`src/rtl/writeback_arbiter_pkg.sv`:
```
// Shared types and constants for the register-file writeback arbiter.
package writeback_arbiter_pkg;

   // Default geometry of one integer register file write port
   localparam int WB_ADDR_W = 6;
   localparam int WB_DATA_W = 32;

   // One pending register-file write
   typedef struct packed {
      logic [WB_ADDR_W-1:0] addr;
      logic [WB_DATA_W-1:0] data;
   } wb_req_t;

   // Architectural zero register: writes to it are accepted and dropped
   localparam int REG_ZERO = 0;

   // Conventional source slots (index 0 has the highest base priority)
   localparam int WB_SRC_ALU  = 0;
   localparam int WB_SRC_LOAD = 1;
   localparam int WB_SRC_FPU  = 2;

endpackage

```
`src/rtl/writeback_arbiter_prio_pick.sv`:
```
// Combinational grant picker: starved sources first, then fixed priority.
module wb_prio_pick #(
   parameter int NSRC  = 3,
   parameter int IDX_W = 2
) (
   input  logic [NSRC-1:0]  i_valid,
   input  logic [NSRC-1:0]  i_starved,
   output logic [NSRC-1:0]  o_grant,
   output logic [IDX_W-1:0] o_idx
);

   logic [NSRC-1:0] w_stv;
   logic [NSRC-1:0] w_cand;

   // A starved request only counts while it is still presented
   assign w_stv  = i_valid & i_starved;
   assign w_cand = (|w_stv) ? w_stv : i_valid;

   // Scan high to low so the lowest-index candidate is the last one written
   always_comb begin
      o_grant = '0;
      o_idx   = '0;
      for (int i = NSRC - 1; i >= 0; i--) begin
         if (w_cand[i]) begin
            o_grant    = '0;
            o_grant[i] = 1'b1;
            o_idx      = IDX_W'(i);
         end
      end
   end

endmodule

```
`src/rtl/writeback_arbiter.sv`:
```
// Merges execution-unit results onto one register-file write port.
// Fixed priority with a per-source starvation override; 1-cycle latency.
module writeback_arbiter
   import writeback_arbiter_pkg::*;
#(
   parameter int NSRC         = 3,
   parameter int ADDR_W       = 6,
   parameter int DATA_W       = 32,
   parameter int STARVE_LIMIT = 4,
   localparam int IDX_W       = (NSRC > 1) ? $clog2(NSRC) : 1
) (
   input  logic                         clk,
   input  logic                         rst,
   input  logic [NSRC-1:0]              src_valid,
   input  logic [NSRC-1:0][ADDR_W-1:0]  src_addr,
   input  logic [NSRC-1:0][DATA_W-1:0]  src_data,
   output logic [NSRC-1:0]              src_ready,
   output logic                         wb_en,
   output logic [ADDR_W-1:0]            wb_addr,
   output logic [DATA_W-1:0]            wb_data,
   output logic [IDX_W-1:0]             wb_src,
   output logic [NSRC-1:0]              starved
);

   localparam logic [3:0] LIM = 4'(STARVE_LIMIT);

   logic [NSRC-1:0][3:0]  r_cnt;
   logic                  r_en;
   logic [ADDR_W-1:0]     r_addr;
   logic [DATA_W-1:0]     r_data;
   logic [IDX_W-1:0]      r_src;

   logic [NSRC-1:0]       w_starved;
   logic [NSRC-1:0]       w_pick;
   logic [NSRC-1:0]       w_grant;
   logic [IDX_W-1:0]      w_idx;
   logic                  w_any;
   logic [ADDR_W-1:0]     w_sel_addr;
   logic [DATA_W-1:0]     w_sel_data;

   // Starved flags come straight from the saturated counters
   always_comb begin
      w_starved = '0;
      for (int i = 0; i < NSRC; i++) w_starved[i] = (r_cnt[i] == LIM);
   end

   wb_prio_pick #(
      .NSRC  (NSRC),
      .IDX_W (IDX_W)
   ) u_pick (
      .i_valid   (src_valid),
      .i_starved (w_starved),
      .o_grant   (w_pick),
      .o_idx     (w_idx)
   );

   // Reset gates the handshake so nothing transfers while it is held
   assign w_grant    = rst ? '0 : w_pick;
   assign w_any      = |w_grant;
   assign w_sel_addr = src_addr[w_idx];
   assign w_sel_data = src_data[w_idx];

   // Starve counters: count lost cycles, clear on grant or idle, saturate
   always_ff @(posedge clk) begin
      for (int i = 0; i < NSRC; i++) begin
         if (rst)
            r_cnt[i] <= '0;
         else if (src_valid[i] && !w_grant[i])
            r_cnt[i] <= (r_cnt[i] == LIM) ? LIM : r_cnt[i] + 4'd1;
         else
            r_cnt[i] <= '0;
      end
   end

   // Output register; zero-register writes update payload but not enable
   always_ff @(posedge clk) begin
      if (rst) begin
         r_en   <= 1'b0;
         r_addr <= '0;
         r_data <= '0;
         r_src  <= '0;
      end else if (w_any) begin
         r_en   <= (w_sel_addr != ADDR_W'(REG_ZERO));
         r_addr <= w_sel_addr;
         r_data <= w_sel_data;
         r_src  <= w_idx;
      end else begin
         r_en   <= 1'b0;
      end
   end

   assign src_ready = w_grant;
   assign starved   = w_starved;
   assign wb_en     = r_en;
   assign wb_addr   = r_addr;
   assign wb_data   = r_data;
   assign wb_src    = r_src;

endmodule
```
`config.mk`:
```
export PLATFORM = sky130hd
export DESIGN_NAME = writeback_arbiter
export DESIGN_NICKNAME = d
export VERILOG_FILES = /design/src/rtl/writeback_arbiter_pkg.sv /design/src/rtl/writeback_arbiter_prio_pick.sv /design/src/rtl/writeback_arbiter.sv
export SDC_FILE = /design/constraint.sdc
export NUM_CORES = 1
export LEC_CHECK = 0
export BUFFER_PORTS_ARGS = -buffer_cell sky130_fd_sc_hd__buf_4
export CORE_ASPECT_RATIO = 0.5
export CORE_MARGIN = 2
export CORE_UTILIZATION = 32
export CTS_BUF_LIST = sky130_fd_sc_hd__clkbuf_4 sky130_fd_sc_hd__clkbuf_8 sky130_fd_sc_hd__clkbuf_16
export DETAILED_ROUTE_END_ITERATION = 10
export MAX_ROUTING_LAYER = met4
export PLACE_DENSITY = 0.68
export RECOVER_POWER = 50
export SYNTH_ARGS = -nofsm -noshare
export SYNTH_HDL_FRONTEND = slang
export SYNTH_SLANG_ARGS = --single-unit
```
`constraint.sdc`:
```
create_clock -name clk -period 2.4 [get_ports clk]
set_clock_uncertainty 0.2 [all_clocks]
set_input_delay 0.48 -clock clk [delete_from_list [all_inputs] [get_ports clk]]
set_output_delay 0.48 -clock clk [all_outputs]
set_load 0.005 [all_outputs]
```
==> metrics.log, run 1 <==
INFO  metric grtUsageTotal = 17.63%
INFO  metric critical_path.startpoint = r_cnt[9]
INFO  metric initial_core_util = 33.49%
INFO  metric power.share.switching = 26.33%
INFO  metric netlist_area = 0.002967 mm2
INFO  metric hpwlAfterDp = 6851 um
INFO  metric route.detailed.wl_per_inst = 14.24 um
INFO  metric outcome = complete, but fails checks
INFO  metric cts_tree = yes
INFO  metric cp_data_arrival_time = 2.47 ns
INFO  metric n_fill_cell = 861
INFO  metric die_x = 140.2 um
INFO  metric final_critical_path_setup_slack = -0.04770 ns
INFO  metric grt_start_max_net_pins = 43
INFO  metric vias_per_cell = 4.913
INFO  metric worstSetupStartpointType = flip-flop
INFO  metric 1st_pass_router_iterations = 7
INFO  metric timing.critical_path.slowest_stage_cell = a211o_4
INFO  metric routed-via-count = 3,292
INFO  metric p_sw = 0.5986 mW
INFO  metric critical_path_class = reg2reg
INFO  metric dominantRegCellSynth = dfxtp_1
INFO  metric final_nets = 677
INFO  metric synth_top_cell_by_area = dfxtp_1
INFO  metric detail_route.wirelength = 9542 um
INFO  metric synth.top_cells.by_area = dfxtp_1 36%, nand2_1 13%, a311o_1 11%
INFO  metric postSynthAreaPerCell = 7.766 um2
INFO  metric clk_latency_worst_skew_pair = 0.29 ns
INFO  metric timing.setup.tns = -0.2028 ns
INFO  metric p_per_area = 480.5 mW/mm2
INFO  metric first_global_vias = 2,991
INFO  metric final_antenna_net_count = 0
INFO  metric maxCapViolCount = 0
INFO  metric fp.dieArea = 0.01010 mm2
INFO  metric worst_hold_startpoint = r_cnt[4]
INFO  metric violations = DRC, setup timing
INFO  metric post_dp_cell_area = 0.004390 mm2
INFO  metric slowest_delay = 0.36 ns
INFO  metric finalWeightedCongestion = 0.8926
INFO  metric internal-power = 1.674 mW
INFO  metric root_buffer = clkbuf_16
INFO  metric tightest_slew = 0.5200 ns
INFO  metric maxSlewHeadroom = 65.33%
INFO  metric cts-buffers-inserted = 5
INFO  metric power.clock.fraction = 31.4%
INFO  metric ys_seq_elements = 53
INFO  metric postSynth.asyncResetShare = 0%
INFO  metric setup_viol = 12
INFO  metric worst_r2r_startpoint = r_cnt[9]
INFO  metric placed_instances = 654
INFO  metric postLayoutCellArea = 0.004731 mm2
INFO  metric path_cells = inv_2, ha_4, and4b_4, a211o_4, a21oi_4, buf_6, nor3_4, buf_12, buf_16, a311o_1, a21oi_2
INFO  metric n_antenna_cell = 0
INFO  metric synth_enable_flop_cells = 0
INFO  metric hold_viol_final = 0
INFO  metric grt_overflow = 0
INFO  metric syn2layout_area_growth = 59.47%
INFO  metric numPortBuffers = 165
INFO  metric fp.dieH = 72.09 um
INFO  metric p_leak = 2.134 nW
INFO  metric placement_rows = 24
INFO  metric h-tree-depth = 2
INFO  metric synthDominantCellAreaShare = 35.77%
INFO  metric seq_pwr_share = 42.3%
INFO  metric timing_max_transition_violations_final = 0
INFO  metric syn_nets = 507
INFO  metric cts_sinks = 53
INFO  metric clock_tree.buffer_depth = 2
INFO  metric combPwrFrac = 26.2%
INFO  metric finish.utilization = 53.40%
INFO  metric synth_warn = 0
INFO  metric post-route-period-util = 102.0%
INFO  metric ys_types = 48
INFO  metric synth-seq-area-share = 35.77%
INFO  metric grt_setup_unrepaired = true
INFO  metric critical_path_required = 2.42 ns
INFO  metric critPathMaxFanout = 18
INFO  metric floorplan.io_pins = 166
INFO  metric coreArea = 0.008859 mm2
INFO  metric critical_path.endpoint_type = flip-flop
INFO  metric worst_ir_drop_vdd = 0.2924 mV
INFO  metric finish.cell_count_without_fillers = 670
INFO  metric drtIter0Drc = 249
INFO  metric clk_pin_slew = 0.07 ns
INFO  metric hold_path.class = reg2reg
INFO  metric grt_first_pass_wirelength = 14,220 um
INFO  metric initial_antenna_violation_count = 0
INFO  metric layout-drive-gt1-share = 40.51%
INFO  metric route.detailed.drc = 8
INFO  metric final_worst_path_period_need = 2.448 ns
INFO  metric clock.fmax = 408.5 MHz
INFO  metric post_synth_inst_count = 382
-- cell type report --
class | count | area (um2) | share of cell area, %
clock buffer | 6 | 132.6 | 2.803
clock inverter | 2 | 10.01 | 0.2116
inverter | 15 | 56.30 | 1.190
multi-input combinational | 287 | 1759 | 37.19
sequential | 53 | 1066 | 22.53
tap | 117 | 146.4 | 3.094
timing repair buffer | 190 | 1560 | 32.98
-- worst max-delay path, delay by kind of cell, from the launching register on --
family          cells  cell delay (ns)
flops               1             0.35
buf+inv             4             0.47
compound gates      4             0.95
simple gates        2             0.25
fa+ha+maj           1             0.15
-- per-stage QoR --
step                hold slack, ns  setup slack, ns  total power, mW
floorplan                   0.2297           0.1336            1.231
global placement            0.2389          0.05878            1.529
detailed placement          0.2433          0.01072            1.534
CTS                         0.2528         -0.02191            2.260
global route                0.2691          -0.1162            2.391
finish                      0.2294         -0.04770            2.273
-- cell usage after synthesis, types with 3 or more instances --
cell,count
dfxtp_1,53
clkbuf_1,5
buf_6,6
xor2_1,4
inv_1,14
buf_4,3
nor2_1,51
ha_1,6
a21oi_1,39
nand3_1,7
buf_2,12
mux2i_1,4
nand2_1,100
nand3b_1,4
a311o_1,32
a211o_1,3
-- path summary, 6_finish.rpt --
path / end / slack [ns] / depth (start not counted)
worst min register to register: r_cnt[4] / 0.23 / 1
worst min-delay path: r_cnt[4] / 0.23 / 1
worst max-delay path: wb_data[13] / -0.05 / 11
worst max register to register: wb_data[13] / -0.05 / 11
-- cell usage in the layout, fill, tap and decap left out, types with 7 or more instances in the layout --
master | netlist | final
buf_4 | 3 | 146
nand2_1 | 100 | 100
nor2_1 | 51 | 51
dfxtp_1 | 53 | 49
a311o_1 | 32 | 32
a21oi_1 | 39 | 30
clkbuf_4 | 1 | 23
inv_1 | 14 | 11
a21oi_2 | 1 | 10
clkbuf_1 | 5 | 9
clkbuf_16 | 0 | 8
nand3_1 | 7 | 7
buf_12 | 0 | 7
-- power groups by stage --
stage | Combinational, mW | Sequential (mW) | Clock, mW
after floorplan | 0.245 | 0.987 | 0
after global placement | 0.548 | 0.981 | 0
after detailed placement | 0.552 | 0.982 | 0
after CTS | 0.557 | 0.962 | 0.741
after global routing | 0.651 | 0.970 | 0.770
final | 0.597 | 0.962 | 0.714
-- cell families after synthesis --
kind of cell / after synthesis / synth area share, %
AND/OR/NAND/NOR: 179 / 26.82
AO/OA/AOI/OAI: 92 / 23.91
flip-flops: 53 / 35.77
buffers and inverters: 42 / 7.845
XOR/XNOR: 6 / 1.771
adder cells (fa/ha/maj): 6 / 2.531
multiplexers: 4 / 1.350
-- flip-flops by register name, summed over array words and instances, names as in the netlist --
name / count
wb_en: 1
wb_data: 32
wb_addr: 6
r_cnt: 12
wb_src: 2
-- layer usage --
| layer | global-route usage (%) | share of wire, % | routed length [um] |
|---|---|---|---|
| met4 | 4.489 | 1.8 | 176 |
| met1 | 20.55 | 42 | 3977 |
| met5 | - | 0 | 0 |
| met2 | 31.81 | 53 | 5025 |
| met3 | 3.432 | 3.8 | 362 |
-- timing repair --
action | in CTS | in global routing
hold buffers | 0 | 0
pin swaps | 3 | 35
gates resized for setup | 3 | 25
gates cloned | 0 | 3
setup buffers | 2 | 3
endpoints found under the setup margin | 3 | 43
Note: power is estimated with default switching activity, not from simulation.
==> run 2, diff against run 1 <==
Settings changed: CORE_ASPECT_RATIO 0.5 to 0.75, SLEW_MARGIN from default to 10.
==> metrics.log, run 2 (synthesis gave the netlist of run 1 again) <==
INFO  metric outcome = complete, but fails checks
INFO  metric violations = setup timing
INFO  metric final_critical_path_setup_slack = -0.04719 ns
INFO  metric cp-endpoint = wb_data[23]
INFO  metric area_used_by_multi_input_combinational_logic = 0.001749 mm2
INFO  metric final_nets = 691
INFO  metric finalWeightedCongestion = 0.8884
INFO  metric critPathMaxFanout = 6
INFO  metric cp_data_arrival_time = 2.46 ns
INFO  metric die_x = 115.2 um
INFO  metric cts-buffers-inserted = 5
INFO  metric syn2layout_area_growth = 65.80%
INFO  metric finish.cell_count_without_fillers = 694
INFO  metric routed-via-count = 3,446
INFO  metric grt_first_pass_wirelength = 15,420 um
INFO  metric hold_path.class = reg2reg
INFO  metric clk_pin_slew = 0.06 ns
INFO  metric hold_viol_final = 0
INFO  metric detail_route.wirelength = 10,680 um
INFO  metric first_global_vias = 3,240
INFO  metric worst_ir_drop_vdd = 0.2559 mV
INFO  metric worstSetupStartpointType = flip-flop
INFO  metric placement_rows = 30
INFO  metric fp.dieH = 87.39 um
INFO  metric clock.fmax = 408.6 MHz
INFO  metric placed_instances = 665
INFO  metric cts_sinks = 53
INFO  metric h-tree-depth = 2
INFO  metric clock_tree.buffer_depth = 2
INFO  metric floorplan.io_pins = 166
INFO  metric finalHoldWorstSlack = 0.2364 ns
INFO  metric final_antenna_net_count = 0
INFO  metric worst-r2r-setup-slack = -0.05 ns
INFO  metric hpwlAfterDp = 7298 um
INFO  metric cts_hold_repair.buffers = 0
INFO  metric ff_latch_area = 0.001069 mm2
INFO  metric final_worst_path_period_need = 2.447 ns
INFO  metric grt_setup_unrepaired = true
INFO  metric cts_tree = yes
INFO  metric initial_core_util = 32.79%
INFO  metric tightest_slew = 0.3728 ns
INFO  metric setup_viol = 15
INFO  metric maxCapViolCount = 0
INFO  metric p_leak = 2.244 nW
INFO  metric 1st_pass_router_iterations = 4
INFO  metric finish.utilization = 54.37%
INFO  metric p_per_area = 474.6 mW/mm2
INFO  metric timing_max_transition_violations_final = 0
INFO  metric root_buffer = clkbuf_16
INFO  metric flip_flop_count_of_the_largest_register_after_layout = 32
INFO  metric fp.dieArea = 0.01007 mm2
INFO  metric numPortBuffers = 165
INFO  metric final_common_cell = buf_4
INFO  metric vias_per_cell = 4.965
INFO  metric drtIter0Drc = 220
INFO  metric layout-drive-gt1-share = 42.40%
INFO  metric critical_path_required = 2.41 ns
INFO  metric layout_common_cells = 152 x buf_4, 99 x nand2_1, 51 x nor2_1, 47 x dfxtp_1
INFO  metric grt_start_max_net_pins = 39
INFO  metric route.detailed.wl_per_inst = 15.38 um
INFO  metric n_fill_cell = 837
INFO  metric critical_path.startpoint = r_cnt[4]
INFO  metric grtUsageTotal = 19.92%
INFO  metric coreArea = 0.009046 mm2
INFO  metric clk_latency_worst_skew_pair = 0.28 ns
INFO  metric r2r_cells = 11
INFO  metric maxSlewHeadroom = 75.09%
INFO  metric initial_antenna_violation_count = 0
INFO  metric worst_r2r_startpoint = r_cnt[4]
INFO  metric n_antenna_cell = 0
INFO  metric grt_overflow = 0
INFO  metric timing.rr.end = wb_data[23]
INFO  metric route.detailed.drc = 0
INFO  metric critical_path.endpoint_type = flip-flop
INFO  metric post-route-period-util = 102.0%
INFO  metric critical_path_class = reg2reg
[run 2: cell types whose count changed in the layout (fill, tap and decap cells not counted), moves of 3 or more]
cell | previous run | this run
clkbuf_1 | 9 | 6
buf_12 | 7 | 10
buf_4 | 146 | 152
buf_6 | 2 | 7
[run 2: worst max-delay path, stage by stage, from the launching register on]
cell	delay, ns
dfxtp_2	0.34
inv_1	0.11
ha_4	0.17
nand3b_4	0.12
a211o_4	0.39
a21oi_4	0.17
buf_6	0.12
nor3_4	0.06
buf_6	0.14
clkbuf_16	0.15
a311o_1	0.27
a21oi_1	0.13
[run 2: metrics by stage]
step / setup TNS (ns) / setup WS, ns / cell area, um2 / power, mW
global route: -2.646 / -0.1181 / 4918 / 2.456
global placement: 0 / 0.02580 / 4404 / 1.531
detailed placement: -0.2285 / -0.03975 / 4404 / 1.541
floorplan: 0 / 0.1336 / 2967 / 1.231
finish: -0.3216 / -0.04719 / 4918 / 2.334
CTS: -0.02316 / -0.02041 / 4648 / 2.302
[run 2: repair_timing]
item | CTS | global route
endpoints found under the setup margin | 10 | 43
cloned | 1 | 5
buffers inserted | 4 | 13
gates resized for setup | 12 | 22
pin swaps | 7 | 35
[run 2: worst min path at each step]
stage           startpoint          end  cells past startpoint
2_1_floorplan     r_cnt[0]     r_cnt[0]                      1
3_3_place_gp      r_cnt[0]     r_cnt[0]                      1
3_5_place_dp   wb_data[11]  wb_data[11]                      2
4_1_cts        wb_data[11]  wb_data[11]                      2
5_1_grt           r_cnt[4]     r_cnt[4]                      1
6_report          r_cnt[4]     r_cnt[4]                      1
[run 2: area by class of cell]
class | instances | area share (%)
Timing Repair Buffer | 204 | 35.33
Tap cell | 128 | 3.256
Multi-Input combinational cell | 287 | 35.56
Clock buffer | 7 | 2.976
Sequential cell | 53 | 21.72
Inverter | 15 | 1.145
[run 2: per-layer routing]
layer / wire length, um / GRT usage (%)
met5: 0 / -
met1: 4750 / 23.98
met3: 848 / 5.428
met2: 5024 / 34.17
met4: 53 / 3.067
[run 2: power breakdown]
| group | switching (mW) | total, mW | internal (mW) |
|---|---|---|---|
| registers | 0.0292 | 0.965 | 0.936 |
| logic | 0.275 | 0.646 | 0.371 |
| clock network | 0.302 | 0.723 | 0.422 |
